--- config.mk ---
export PLATFORM = sky130hd
export DESIGN_NAME = uart_frame_tx_flat
export DESIGN_NICKNAME = d
export VERILOG_FILES = /design/src/rtl/uart_frame_tx_if.sv /design/src/rtl/uart_frame_tx.sv /design/src/flat_wrapper.sv
export SDC_FILE = /design/constraint.sdc
export NUM_CORES = 1
export LEC_CHECK = 0
export BUFFER_PORTS_ARGS = -buffer_cell sky130_fd_sc_hd__buf_2
export CORE_MARGIN = 2
export CORE_UTILIZATION = 51
export CTS_CLUSTER_SIZE = 40
export DETAILED_ROUTE_END_ITERATION = 10
export PLACE_DENSITY_LB_ADDON = 0.15
export SLEW_MARGIN = 0
export SYNTH_ARGS = -nofsm -noshare
export SYNTH_HDL_FRONTEND = slang
export SYNTH_SLANG_ARGS = --single-unit
--- constraint.sdc ---
create_clock -name i_clk -period 3.5 [get_ports i_clk]
set_input_delay 0.35 -clock i_clk [delete_from_list [all_inputs] [get_ports i_clk]]
set_output_delay 0.35 -clock i_clk [all_outputs]
set_load 0.01 [all_outputs]
--- src/rtl/uart_frame_tx_if.sv ---
// -----------------------------------------------------------------------------
// uart_frame_tx_if
//   Groups the payload stream, the uart_tx byte handoff and the frame status
//   of uart_frame_tx. Signal names are seen from the framer's side, so the
//   framer connects through the slave modport and the producer (or a bench)
//   connects through the master modport.
//
//   i_valid, i_data[7:0], i_last  payload byte offered, i_last ends the frame
//   o_ready                       framer accepts the payload byte this cycle
//   o_tx_enable, o_tx_data[7:0]   one-cycle start pulse and byte for uart_tx
//   i_tx_busy                     uart_tx busy flag
//   o_busy                        a frame is being transmitted
//   o_overflow                    one-cycle pulse when a frame is closed at MaxLen
// -----------------------------------------------------------------------------
interface uart_frame_tx_if;
   logic       i_valid;
   logic [7:0] i_data;
   logic       i_last;
   logic       o_ready;
   logic       o_tx_enable;
   logic [7:0] o_tx_data;
   logic       i_tx_busy;
   logic       o_busy;
   logic       o_overflow;

   modport slave (
      input  i_valid, i_data, i_last, i_tx_busy,
      output o_ready, o_tx_enable, o_tx_data, o_busy, o_overflow
   );

   modport master (
      output i_valid, i_data, i_last, i_tx_busy,
      input  o_ready, o_tx_enable, o_tx_data, o_busy, o_overflow
   );
endinterface

--- src/rtl/uart_frame_tx.sv ---
// -----------------------------------------------------------------------------
// uart_frame_tx
//   Collects a variable-length payload (1..MaxLen bytes) and sends it to a
//   byte-wide uart_tx as the frame  A5, LEN, payload..., CHK  where CHK is the
//   XOR of LEN and every payload byte. The payload is buffered because LEN has
//   to go out before it. Each byte is handed over with a one-cycle enable
//   pulse, then the framer waits for uart_tx busy to rise and to fall again.
//
//   Parameter MaxLen  maximum payload bytes per frame (1..255)
//   i_clk             clock
//   i_rst             synchronous active-high reset; aborts any frame
//   bus               uart_frame_tx_if.slave (payload stream, uart_tx port,
//                     o_busy and o_overflow status)
// -----------------------------------------------------------------------------
module uart_frame_tx #(
   parameter int MaxLen = 16
) (
   input  logic           i_clk,
   input  logic           i_rst,
   uart_frame_tx_if.slave bus
);

   localparam logic [7:0] SofByte = 8'hA5;
   localparam int CntW = $clog2(MaxLen + 1);
   localparam int IdxW = (MaxLen > 1) ? $clog2(MaxLen) : 1;
   localparam logic [CntW-1:0] MaxCnt = CntW'(MaxLen);

   typedef enum logic [2:0] {
      ST_IDLE,
      ST_COLLECT,
      ST_SOF,
      ST_LEN,
      ST_PAY,
      ST_CHK
   } state_e;

   // Handshake substep used by every byte-sending state.
   typedef enum logic [1:0] {
      SUB_PULSE,
      SUB_WAIT_HI,
      SUB_WAIT_LO
   } sub_e;

   state_e          state_q;
   sub_e            sub_q;
   logic [CntW-1:0] cnt_q;      // payload bytes collected, becomes LEN
   logic [7:0]      chk_q;      // running payload XOR, final CHK after close
   logic [IdxW-1:0] rd_idx_q;   // payload index being sent in ST_PAY
   logic [7:0]      tx_data_q;
   logic            ovf_q;
   logic [7:0]      buf_q [MaxLen];

   logic            collecting;
   logic            sending;
   logic            xfer;
   logic [CntW-1:0] cnt_d;
   logic [IdxW-1:0] wr_idx_d;
   logic [7:0]      chk_d;
   logic            close_d;
   logic            rd_last;

   assign collecting = (state_q == ST_IDLE) || (state_q == ST_COLLECT);
   assign sending    = !collecting;
   assign xfer       = bus.i_valid && bus.o_ready;

   // Count, write index and running checksum as they become after the byte
   // on the bus is taken; a byte taken in IDLE starts a fresh frame.
   always_comb begin
      // NOTE: every combinational output gets a default first, so no path
      // leaves it unassigned and no latch is inferred.
      cnt_d    = CntW'(1);
      wr_idx_d = '0;
      chk_d    = bus.i_data;
      if (state_q == ST_COLLECT) begin
         cnt_d    = cnt_q + CntW'(1);
         wr_idx_d = IdxW'(cnt_q);
         chk_d    = chk_q ^ bus.i_data;
      end
      close_d = bus.i_last || (cnt_d == MaxCnt);
   end

   assign rd_last = (CntW'(rd_idx_q) + CntW'(1)) == cnt_q;

   // NOTE: the payload store has no reset; every entry read in ST_PAY was
   // written earlier in the same frame.
   always_ff @(posedge i_clk) begin
      if (xfer) begin
         buf_q[wr_idx_d] <= bus.i_data;
      end
   end

   always_ff @(posedge i_clk) begin
      // NOTE: all state is updated with non-blocking assignments so every
      // register samples the pre-edge values, whatever the statement order.
      ovf_q <= 1'b0;
      if (i_rst) begin
         state_q   <= ST_IDLE;
         sub_q     <= SUB_PULSE;
         cnt_q     <= '0;
         chk_q     <= '0;
         rd_idx_q  <= '0;
         tx_data_q <= '0;
      end else begin
         case (state_q)
            ST_IDLE, ST_COLLECT: begin
               if (xfer) begin
                  cnt_q <= cnt_d;
                  if (close_d) begin
                     // LEN is folded in here so CHK is ready before SOF goes out.
                     chk_q     <= chk_d ^ 8'(cnt_d);
                     state_q   <= ST_SOF;
                     sub_q     <= SUB_PULSE;
                     tx_data_q <= SofByte;
                     ovf_q     <= !bus.i_last;
                  end else begin
                     chk_q   <= chk_d;
                     state_q <= ST_COLLECT;
                  end
               end
            end
            ST_SOF, ST_LEN, ST_PAY, ST_CHK: begin
               case (sub_q)
                  SUB_PULSE: begin
                     if (!bus.i_tx_busy) begin
                        sub_q <= SUB_WAIT_HI;
                     end
                  end
                  SUB_WAIT_HI: begin
                     if (bus.i_tx_busy) begin
                        sub_q <= SUB_WAIT_LO;
                     end
                  end
                  default: begin
                     // uart_tx has finished this byte: load the next one.
                     if (!bus.i_tx_busy) begin
                        sub_q <= SUB_PULSE;
                        case (state_q)
                           ST_SOF: begin
                              state_q   <= ST_LEN;
                              tx_data_q <= 8'(cnt_q);
                           end
                           ST_LEN: begin
                              state_q   <= ST_PAY;
                              rd_idx_q  <= '0;
                              tx_data_q <= buf_q[IdxW'(0)];
                           end
                           ST_PAY: begin
                              if (rd_last) begin
                                 state_q   <= ST_CHK;
                                 tx_data_q <= chk_q;
                              end else begin
                                 rd_idx_q  <= rd_idx_q + IdxW'(1);
                                 tx_data_q <= buf_q[rd_idx_q + IdxW'(1)];
                              end
                           end
                           default: begin
                              state_q <= ST_IDLE;
                           end
                        endcase
                     end
                  end
               endcase
            end
            default: begin
               state_q <= ST_IDLE;
            end
         endcase
      end
   end

   // Outputs decode registered state. The enable also looks at the live busy
   // flag so the pulse lands on the first busy-low cycle and never overlaps
   // busy; the reset term keeps every output idle while reset is held.
   assign bus.o_ready     = collecting && !i_rst;
   assign bus.o_busy      = sending && !i_rst;
   assign bus.o_tx_enable = sending && (sub_q == SUB_PULSE) && !bus.i_tx_busy && !i_rst;
   assign bus.o_tx_data   = i_rst ? 8'h00 : tx_data_q;
   assign bus.o_overflow  = ovf_q && !i_rst;

endmodule

--- src/flat_wrapper.sv ---
// flat-port wrapper written by rule: the top's interface ports become plain ports
module uart_frame_tx_flat 
#(
   parameter int MaxLen = 16
)
  (i_clk, i_rst, bus_i_valid, bus_i_data, bus_i_last, bus_i_tx_busy, bus_o_ready, bus_o_tx_enable, bus_o_tx_data, bus_o_busy, bus_o_overflow);
  uart_frame_tx_if bus_i ();
  input  logic i_clk;
  input  logic i_rst;
  input wire logic [$bits(bus_i.i_valid)-1:0] bus_i_valid;
  input wire logic [$bits(bus_i.i_data)-1:0] bus_i_data;
  input wire logic [$bits(bus_i.i_last)-1:0] bus_i_last;
  input wire logic [$bits(bus_i.i_tx_busy)-1:0] bus_i_tx_busy;
  output wire logic [$bits(bus_i.o_ready)-1:0] bus_o_ready;
  output wire logic [$bits(bus_i.o_tx_enable)-1:0] bus_o_tx_enable;
  output wire logic [$bits(bus_i.o_tx_data)-1:0] bus_o_tx_data;
  output wire logic [$bits(bus_i.o_busy)-1:0] bus_o_busy;
  output wire logic [$bits(bus_i.o_overflow)-1:0] bus_o_overflow;
  assign bus_i.i_valid = bus_i_valid;
  assign bus_i.i_data = bus_i_data;
  assign bus_i.i_last = bus_i_last;
  assign bus_i.i_tx_busy = bus_i_tx_busy;
  assign bus_o_ready = bus_i.o_ready;
  assign bus_o_tx_enable = bus_i.o_tx_enable;
  assign bus_o_tx_data = bus_i.o_tx_data;
  assign bus_o_busy = bus_i.o_busy;
  assign bus_o_overflow = bus_i.o_overflow;
  uart_frame_tx #(.MaxLen(MaxLen)) u_core (.i_clk(i_clk), .i_rst(i_rst), .bus(bus_i));
endmodule
==> impl_metrics.toml <==
[die]
start_util_pct = 52.4
die_area_sq_mm = 0.0152
die_y_microns = 123
io_pins = 25
die_w_microns = 123
core_sq_mm = 0.0139
rows = 43

[placement]
gp_congestion = 0.969
post-place-ws_ns = 0.708
io_buffer_count = 24
hpwl_mm = 11.7

[timing]
finalSetupTns_ns = 0
fin_ws_ns = 0.651
finalCriticalPeriod_ns = 2.85
slew_viol_final = 0
tightest_slew_ns = 0.770
hold_viol_final = 0
relSlewSlack_pct = 48.4
setup_viol = 0
finalCritPeriodShare_pct = 81.4
fin_worst_skew_ns = 0.0117
rsz0062_at_grt = "false"
fmax_ghz = 0.351

[min_path]
min_path_type = "primary input to flop"

[logic_synthesis]
synth_xor_area_share_pct = 2.00
synth_edf_count = 128
async_reset_ff_share_pct = 0
synth_area_leader_cell = "edfxtp_1"
yosysWarnings = 0
yosys.area_share.simple_pct = 9.62
syn_area_per_cell_sq_um = 14.0
synth-main-ff-cell = "edfxtp_1"
synth_seq_cells = 159
yosysUniqueCellTypes = 68
synth_area_sq_mm = 0.00727
synth_top_family_by_area = "multiplexers"
yosysTopAreaCellShare_pct = 52.9
ys_seq_area_share_pct = 61.4
synthCells = 518
synth_fp_nets = 533
synth-compound-area-share_pct = 10.3
synth_area_leaders = "edfxtp_1 53%, dfxtp_1 8.5%, mux4_2 7.7%"
synth.mux.area_fraction_pct = 12.8
synthAdderAreaFrac_pct = 0.344

[global_routing]
grt_usage_pct = 25.0
grt_overflow = 0
grt_pass1_vias = 4407
grt_pass1_wl_mm = 26.9
grt_max_degree = 36
antenna_found_initial = 0

[clock_tree]
clk_latency_ns = 0.43
clockRootBuffer = "clkbuf_16"
cts_setup_buffers = 0
numClockSinks = 159
h-tree-depth = 4
cts-resized-gates = 0
path_clk_slew_ns = 0.07
holdBufCountCts = 0
cts_buffer_depth = 2
cts_tree = "built"
cts_made_buffers = 17

[routing]
routedWlPerCell_microns = 23.6
vias = 4650
drtIter0Drc = 479
wl_mm = 17.6
drcViolationCount = 0
antenna_left = 0
avgViaCountPerCell = 6.23
first_pass_iters = 5

[finish]
n_antenna_cell = 0
nNetsFinal = 568
drive_above_1_share_pct = 21.2
fill_cells = 1105
final_cell_mix = "128 x edfxtp_1, 38 x nor2_1, 37 x nand2_1"
syn_to_final_growth_pct = 12.3
final_common_cell = "edfxtp_1"

[pwr]
p_sw_share_pct = 24.6
leakagePower_uw = 0.00272
p_comb_share_pct = 7.3
switching_power_uw = 1010
p_per_area_mw_per_mm2 = 503
p_int_uw = 3100
p_clk_share_pct = 41.4
peakVddDrop_v = 0.000356
power_uw = 4110
p_seq_share_pct = 51.3

[worst_setup_path]
start_kind = "flop"
worstPathCellList = "buf_4 > nor2_1 > nand3_1 > nor2_2 > nand3_1 > nor2_1"
crit_path_top_delay_cell = "nor2_1"
cp_max_fo = 11
crit_buf_inv = 1
critPathKind = "flop to flop"
endpoint_kind = "flop"
crit_family = "simple AND/OR/NAND/NOR gates"
critPathMaxStageDelay_ns = 0.65
required_ns = 3.55
crit_arrival_ns = 2.90

[outcome]
outcome = "finished, final reports clean"

[flow_run]
maxCapViolCount = 0
layout make-up:
cell class	count	area [sq um]	area share [%]
sequential	159	4470	54.7
timing repair buffer	51	335	4.11
clock buffer	19	433	5.31
clock inverter	13	105	1.29
inverter	10	37.5	0.460
tap	180	225	2.76
multi-input combinational	314	2560	31.4
cell usage after synthesis (3+ instances only):
| cell | count |
|---|---|
| and2_1 | 4 |
| mux2i_1 | 10 |
| a22oi_1 | 8 |
| nand3_1 | 7 |
| a211oi_1 | 14 |
| a21o_1 | 3 |
| a22o_1 | 4 |
| a31oi_1 | 5 |
| buf_2 | 13 |
| o21ai_0 | 23 |
| clkbuf_1 | 13 |
| xor2_1 | 5 |
| mux4_2 | 25 |
| a221oi_1 | 3 |
| nor3_1 | 11 |
| o21ai_1 | 6 |
| xnor2_1 | 7 |
| nor2b_1 | 14 |
| nand2_1 | 37 |
| nor2_1 | 38 |
| nor3b_1 | 3 |
| buf_6 | 4 |
| o221ai_1 | 3 |
| dfxtp_1 | 31 |
| nand2b_1 | 6 |
| inv_1 | 10 |
| a21oi_1 | 20 |
| edfxtp_1 | 128 |
| o22ai_1 | 3 |
| mux4_1 | 9 |
| o211ai_1 | 3 |
| and3_1 | 6 |
cells by family after synthesis:
group           count (synthesis)
fa+ha+maj                       2
flops                         159
buf+inv                        45
mux                            47
compound gates                110
simple gates                  141
xor+xnor                       14
registers in the layout, summed over array words and instances (netlist names):
register and flops:
u_core.state_q 3, u_core.ovf_q 1, u_core.tx_data_q 8, u_core.chk_q 8, u_core.cnt_q 5, u_core.rd_idx_q 4
u_core.buf_q 128, u_core.sub_q 2
final timing paths:
| kind | slack (ns) | from | endpoint | cells after the start |
|---|---|---|---|---|
| worst max-delay path | 0.65 | u_core.state_q[2] | u_core.buf_q[7][7] | 6 |
| worst min-delay path | 0.25 | bus_i_tx_busy | u_core.sub_q[1] | 3 |
| worst min register to register | 0.50 | u_core.chk_q[0] | u_core.chk_q[0] | 2 |
| worst max register to register | 0.65 | u_core.state_q[2] | u_core.buf_q[7][7] | 6 |
routing by layer:
metal,up-vias,part of all wire (%),track usage (%),wire (microns)
met2,130,47,37.6,8350
met4,0,2.1,8.88,379
met3,22,5.0,4.98,890
li1,2102,-,-,-
met5,-,0,0,0
met1,2396,45,36.6,8010
worst min-delay path, cell delays in order:
cell and delay (ns):
buf_2 0.13, nand4b_1 0.10, a21oi_1 0.06
power groups by stage:
stage | clock, uW | combinational, uW | sequential (uW)
4_1_cts | 1730 | 295 | 2110
6_report | 1700 | 298 | 2110
5_1_grt | 1810 | 329 | 2110
3_3_place_gp | 0 | 287 | 2150
2_1_floorplan | 0 | 198 | 2130
3_5_place_dp | 0 | 293 | 2150
metrics by stage:
step / instance area (sq um) / hold WS, ns / cells / util [%]
after floorplan: 7270 / 0.426 / 518 / -
after global placement: 7620 / 0.466 / 714 / 54.9
after detailed placement: 7620 / 0.482 / 714 / 54.9
after CTS: 8160 / 0.229 / 746 / 58.8
after global routing: 8160 / 0.240 / 746 / 58.8
final: 8160 / 0.253 / 746 / 58.8
(Power assumes the default switching activity.)
